### src/rtl/mem_port_arbiter.sv
// mem_port_arbiter: round-robin serialiser of fetch port A and data port B onto one
// word-wide memory, with a single-entry fetch buffer that answers repeated A fetches.
module mem_port_arbiter #(
  parameter bit BUF_EN = 1'b1
) (
  input  logic        clk,
  input  logic        rst_n,
  input  logic        read_a,
  input  logic [31:0] address_a,
  output logic        resp_a,
  output logic [31:0] rdata_a,
  input  logic        read_b,
  input  logic        write_b,
  input  logic [3:0]  wmask_b,
  input  logic [31:0] address_b,
  input  logic [31:0] wdata_b,
  output logic        resp_b,
  output logic [31:0] rdata_b,
  output logic        pmem_read,
  output logic        pmem_write,
  output logic [31:0] pmem_address,
  output logic [31:0] pmem_wdata,
  output logic [3:0]  pmem_wmask,
  input  logic        pmem_resp,
  input  logic [31:0] pmem_rdata,
  output logic [1:0]  counter_pick_i,
  output logic [1:0]  counter_pick_d
);
  typedef enum logic [2:0] {IDLE, MEM_A, MEM_B, RESP_A, RESP_B} state_e;
  state_e      state_q, state_d;
  logic [31:0] addr_q, addr_d, wdata_q, wdata_d, rdata_a_q, rdata_a_d, rdata_b_q, rdata_b_d;
  logic [31:0] buf_data_q, buf_data_d;
  logic [29:0] buf_tag_q, buf_tag_d;
  logic [3:0]  wmask_q, wmask_d;
  logic        write_q, write_d, buf_valid_q, buf_valid_d, hit_q, hit_d, last_b_q, last_b_d;
  logic        req_b, grant_a, hit, unused_ok;
  assign req_b     = read_b | write_b;
  assign grant_a   = read_a & (~req_b | last_b_q);
  assign hit       = BUF_EN && buf_valid_q && buf_tag_q == address_a[31:2];
  assign unused_ok = ^{address_a[1:0], address_b[1:0]};
  always_ff @(posedge clk or negedge rst_n) begin
    if (!rst_n) begin
      state_q     <= IDLE;
      addr_q      <= '0;
      wdata_q     <= '0;
      wmask_q     <= '0;
      write_q     <= 1'b0;
      rdata_a_q   <= '0;
      rdata_b_q   <= '0;
      buf_data_q  <= '0;
      buf_tag_q   <= '0;
      buf_valid_q <= 1'b0;
      hit_q       <= 1'b0;
      last_b_q    <= 1'b1;
    end else begin
      state_q     <= state_d;
      addr_q      <= addr_d;
      wdata_q     <= wdata_d;
      wmask_q     <= wmask_d;
      write_q     <= write_d;
      rdata_a_q   <= rdata_a_d;
      rdata_b_q   <= rdata_b_d;
      buf_data_q  <= buf_data_d;
      buf_tag_q   <= buf_tag_d;
      buf_valid_q <= buf_valid_d;
      hit_q       <= hit_d;
      last_b_q    <= last_b_d;
    end
  end
  always_comb begin
    state_d     = state_q;
    addr_d      = addr_q;
    wdata_d     = wdata_q;
    wmask_d     = wmask_q;
    write_d     = write_q;
    rdata_a_d   = rdata_a_q;
    rdata_b_d   = rdata_b_q;
    buf_data_d  = buf_data_q;
    buf_tag_d   = buf_tag_q;
    buf_valid_d = buf_valid_q;
    hit_d       = hit_q;
    last_b_d    = last_b_q;
    case (state_q)
      IDLE: begin
        if (grant_a) begin
          state_d   = hit ? RESP_A : MEM_A;
          addr_d    = {address_a[31:2], 2'b00};
          hit_d     = hit;
          rdata_a_d = hit ? buf_data_q : rdata_a_q;
        end else if (req_b) begin
          state_d = MEM_B;
          addr_d  = {address_b[31:2], 2'b00};
          wdata_d = wdata_b;
          wmask_d = wmask_b;
          write_d = write_b;
        end
      end
      MEM_A: begin
        if (pmem_resp) begin
          state_d     = RESP_A;
          rdata_a_d   = pmem_rdata;
          buf_data_d  = pmem_rdata;
          buf_tag_d   = addr_q[31:2];
          buf_valid_d = 1'b1;
        end
      end
      MEM_B: begin
        if (pmem_resp) begin
          state_d     = RESP_B;
          rdata_b_d   = write_q ? '0 : pmem_rdata;
          buf_valid_d = (write_q && addr_q[31:2] == buf_tag_q) ? 1'b0 : buf_valid_q;
        end
      end
      RESP_A: begin
        state_d  = IDLE;
        last_b_d = 1'b0;
      end
      RESP_B: begin
        state_d  = IDLE;
        last_b_d = 1'b1;
      end
      default: state_d = IDLE;
    endcase
  end
  always_comb begin
    resp_a         = state_q == RESP_A;
    resp_b         = state_q == RESP_B;
    pmem_read      = state_q == MEM_A || (state_q == MEM_B && !write_q);
    pmem_write     = state_q == MEM_B && write_q;
    counter_pick_i = state_q == RESP_A ? (hit_q ? 2'd0 : 2'd1) : 2'd2;
    counter_pick_d = state_q == RESP_B ? 2'd1 : 2'd2;
  end
  assign rdata_a      = rdata_a_q;
  assign rdata_b      = rdata_b_q;
  assign pmem_address = addr_q;
  assign pmem_wdata   = wdata_q;
  assign pmem_wmask   = wmask_q;
endmodule

### config.mk
export PLATFORM = sky130hd
export DESIGN_NAME = mem_port_arbiter
export DESIGN_NICKNAME = d
export VERILOG_FILES = /design/src/rtl/mem_port_arbiter.sv
export SDC_FILE = /design/constraint.sdc
export NUM_CORES = 1
export LEC_CHECK = 0
export ABC_AREA = 1
export CAP_MARGIN = 20
export CORE_MARGIN = 2
export CORE_UTILIZATION = 30
export DETAILED_ROUTE_END_ITERATION = 8
export SYNTH_ARGS = -nofsm -noshare
export SYNTH_HDL_FRONTEND = slang
export SYNTH_SLANG_ARGS = --single-unit
### constraint.sdc
create_clock -name clk -period 1.7 [get_ports clk]
set_input_delay 0.17 -clock clk [delete_from_list [all_inputs] [get_ports clk]]
set_output_delay 0.17 -clock clk [all_outputs]
set_load 0.02 [all_outputs]
* After elaboration in Yosys (flattened, before gate mapping)
Cells that the tools add are included.
Storage, ports and cells: flip-flop bits (word level) 201, input port bits 138
Operators by class: multiplexer cells 21, bitwise gates (word level) 5, reductions and logical operators 19, eq/ne operators 12
Operator list (count):
- $mux W32 | 6
- $pmux W32 S2 | 1
- $eq A30 B30 Y1 | 2
- $mux W3 | 4
- $ne A2 B2 Y1 const B | 5
- $pmux W3 S3 | 1
- $reduce_and A2 Y1 | 4
- $reduce_and A4 Y1 | 2
- $reduce_bool A2 Y1 | 4
- $eq A3 B2 Y1 const B | 2
- $mux W2 | 3
- $reduce_and A3 Y1 | 2
- $logic_and A1 B1 Y1 | 4
- $mux W1 | 4
- $pmux W1 S2 | 2
- $eq A3 B1 Y1 const B | 1
- $eq A3 B3 Y1 const B | 1
- $logic_not A3 Y1 | 1
- $ne A3 B3 Y1 const B | 1
- $not A1 Y1 | 2
- $or A1 B1 Y1 | 2
- $and A1 B1 Y1 | 1
- $logic_not A1 Y1 | 1
- $logic_or A1 B1 Y1 | 1

* Depth between registers and ports, before layout
depth in word-level cells 6, mapped depth 14, mapped depth without buffers 13

* Worst setup path after synthesis
OpenSTA, ideal clock, no wires.
path type flip-flop to output port, start point register state_q[2], end point output port pmem_read, data required time 1530 ps, setup slack 26 ps, buffers on the path 1, arrival 1504 ps, stages on the path, launching flop included 5, path through dfrtp_1 > nor3_1 > inv_1 > clkbuf_1 > o21ai_0
Between the ends: word-level cells in the longest chain between the ends 3
Ends and longest elaborated chain:
- from (decl) | line 30 | state_e state_q, state_d;
- from (signal assigned) | line 56 | state_q <= state_d;
- $eq A3 B2 Y1 | line 128 | pmem_read = state_q == MEM_A || (state_q == MEM_B && !write_q);
- $logic_and A1 B1 Y1 | line 128
- $logic_or A1 B1 Y1 * | line 128
- to (decl) | line 19 | output logic pmem_read,
Mark *: on every way between the ends. The rest lies on a longest branch, timed or not.

* Worst setup path in the final report
start point register buf_tag_q[11], end point register rdata_a_q[5] (netlist: rdata_a[5])
Between the ends: word-level cells in the longest chain between the ends 4
Ends and longest elaborated chain:
- from (decl) | line 33 | logic [29:0] buf_tag_q, buf_tag_d;
- from (signal assigned) | line 64 | buf_tag_q <= buf_tag_d;
- $eq A30 B30 Y1 | line 39 | assign hit = BUF_EN && buf_valid_q && buf_tag_q == address_a[31:2];
- $logic_and A1 B1 Y1 | line 39
- $ne A2 B2 Y1 (no source line)
- $reduce_and A4 Y1 (no source line)
- to (signal assigned) | line 61 | rdata_a_q <= rdata_a_d;
- to (decl) | line 31 | logic [31:0] addr_q, addr_d, wdata_q, wdata_d, rdata_a_q, rdata_a_d, rdata_b_q, rdata_b_d;
Every way passes these cells. A chain may end at the register's enable or synchronous reset.

==> results.ini <==
[cells_and_area]
drive_gt1_share_pct = 18.9
fin_util_pct = 47.6
final_common_cell = nand2_1
areaGrowthSynthToFinish_pct = 57.1
nNetsFinal = 1557
final_cell_mix = 284 x nand2_1, 260 x clkdlybuf4s50_1, 197 x dfrtp_1, 141 x o21ai_0, 116 x inv_1

[synth]
ys_warn_count = 0
netlist_instances = 1078
syn_avg_cell_area_um2 = 8.55
synth_ff_type = dfrtp_1
synth_top_area_share_pct = 53.8
synth_area_leaders = dfrtp_1 54%, nand2_1 12%, o21ai_0 10%
async_reset_ff_share_pct = 100
synth_top_area_cell = dfrtp_1
netlist_area_um2 = 9220
seq_area_frac_synth_pct = 54.0
post_synth_num_cell_types = 29
ys_ff_latch = 199
synth-edff-count = 0

[global_route]
grt_pass1_vias = 8063
antenna_found_initial = 1
met3_usage_pct = 3.41
grt_use_met2_pct = 28.9
top_usage_layer = met2
overflow = 0
use_met1_pct = 24.2
grt_usage_pct = 17.8
grt_pass1_wl_mm = 44.4
grt_max_degree = 76

[status]
violations = negative setup slack
outcome = complete, but fails checks

[pwr]
switching_share_pct = 41.1
power.share.clock_pct = 14.5
finalPower_mw = 28.7
intPower_mw = 16.9
p_comb_share_pct = 55.6
p_leak_nw = 6.87
ir_drop_mv = 0.874
switching_power_mw = 11.8
power.density_nw_per_um2 = 1980
pwr-share-seq_pct = 29.9

[timing]
hold_violations = 0
skew_ns = 0.0179
setup_viol = 35
timing.fmax_ghz = 0.537
drv_slew = 0
finalCritPeriodShare_pct = 110
setup_ws_ns = -0.163
rsz0062_at_grt = true
post-route-min-period_ns = 1.86

[floorplanning]
die_x_um = 179
die_h_um = 179
row_count = 64
die-area_um2 = 32100
num_io_pins = 278
start_util_pct = 30.3
core_area_um2 = 30400

[run]
cap_violations = 0

[clock_network]
clk_pin_slew_ns = 0.09
cts_max_path_buffers = 2
htreeDepth = 4
cts_buffers = 17
clk_latency_ns = 0.44
cts_tree = done
cts-root-buf = clkbuf_16
numClockSinks = 199

[setup_path]
worst_setup_path_end_kind = register
critPathKind = register to register
worstSetupStartpointType = register
crit_arrival_ns = 2.23
critPathMaxFanout = 8
cp_data_required_time_ns = 2.07

[routing]
drtPass1Iterations = 6
drt_iter0_drc = 683
vias = 8607
avgViaCountPerCell = 4.71
drc = 0
drt-total-wl_mm = 30.6
drtAntennaViolNets = 0
avgRoutedWirePerCell_um = 16.7

[place]
port_buffers = 271
hpwlAfterDp_mm = 19.5
pre_cts_ws_ns = -0.541
place.gp.congestion = 0.783

[hold_path]
min_path_type = input pin to asynchronous set/reset pin

==> cell usage after synthesis, types with 2 or more instances <==
cell,instances
nand4_1,11
buf_6,3
clkbuf_1,34
mux2_2,7
a21oi_2,2
mux2_1,4
o21ai_0,191
mux2_4,25
nor3_1,2
buf_4,3
inv_1,124
inv_2,3
buf_2,16
nor2_1,58
nand2_1,303
o22ai_1,30
xnor2_1,16
dfrtp_1,198
nand3_1,38
==> cell families (layout without fill, tap and decap cells) <==
group,after synthesis,count (layout),share of synthesized area [%]
other,1,3,0.0407
and+or+nand+nor,416,416,18.0
buffers and inverters,183,536,8.04
AOI/OAI and AO/OA,227,227,13.0
muxes,36,36,5.42
xor gates and xnor gates,16,16,1.52
DFF,199,199,54.0
==> metrics by stage <==
step                cells  TNS [ns]  hold slack [ns]  area (um2)
floorplan            1079         0           -0.126        9220
global placement     1759    -20.87           0.0147       12900
detailed placement   1759    -22.45           0.0146       12900
CTS                  1811     -3.91            0.109       13900
global route         1828    -11.14            0.107       14500
finish               1829     -4.29            0.110       14500
==> routing by layer <==
layer  vias to the layer above  part of all wire (%)
met3                        37                   6.1
met4                         0                   2.2
li1                       4142                     -
met5                         -                     0
met1                      4148                    44
met2                       280                    48
==> critical path: stages, from the launching register on <==
cell and delay [ns]:
dfrtp_1 0.40, buf_6 0.13, nand2_2 0.04, nand2_1 0.05, inv_1 0.04, nand2_1 0.04, nor2_1 0.11, nand2_1 0.10
nor2_2 0.16, nand3_2 0.11, nand2_4 0.13, buf_8 0.15, clkbuf_16 0.18, nand3_1 0.07, nand2_1 0.06
==> power groups by stage <==
stage / clock network, mW / logic, mW / registers [mW]
floorplan: 0 / 5.43 / 10.3
global placement: 0 / 13.6 / 8.54
detailed placement: 0 / 13.8 / 8.60
CTS: 4.27 / 14.4 / 8.53
global route: 4.44 / 17.3 / 8.87
finish: 4.16 / 15.9 / 8.58
==> registers in the layout (all words and copies together), names as in the netlist <==
register / flops
write_q: 1
last_b_q: 1
pmem_address: 30
pmem_wmask: 4
pmem_wdata: 32
state_q: 3
buf_data_q: 32
buf_valid_q: 1
rdata_a: 32
hit_q: 1
buf_tag_q: 30
rdata_b: 32
==> final timing paths <==
check | cells past startpoint | end | slack [ns] | start
max in group asynchronous | 3 | last_b_q | 0.95 | rst_n
min in group clk | 2 | pmem_wdata[9] | 0.34 | wdata_b[9]
worst max-delay path | 14 | rdata_a[5] | -0.16 | buf_tag_q[11]
worst max register to register | 14 | rdata_a[5] | -0.16 | buf_tag_q[11]
worst min-delay path | 2 | rdata_b[16] | 0.11 | rst_n
worst min register to register | 2 | rdata_a[31] | 0.48 | rdata_a[31]
==> final cells by class <==
cell class	instances	area (um2)
Clock inverter	15	176
Timing Repair Buffer	377	4040
Tap cell	396	495
Sequential cell	199	4980
Inverter	127	484
Clock buffer	17	425
Fill cell	2899	15900
Antenna cell	1	2.50
Multi-Input combinational cell	697	3880
==> what timing repair did <==
item | 4_1_cts | 5_1_grt
setup buffers | 15 | 6
resized for setup | 62 | 136
endpoints found under the setup margin | 45 | 112
endpoints found under the hold margin | 198 | 0
pin swaps | 11 | 70
cloned | 4 | 11
hold buffers | 1 | 0
Note: power is estimated with default switching activity, not from simulation.
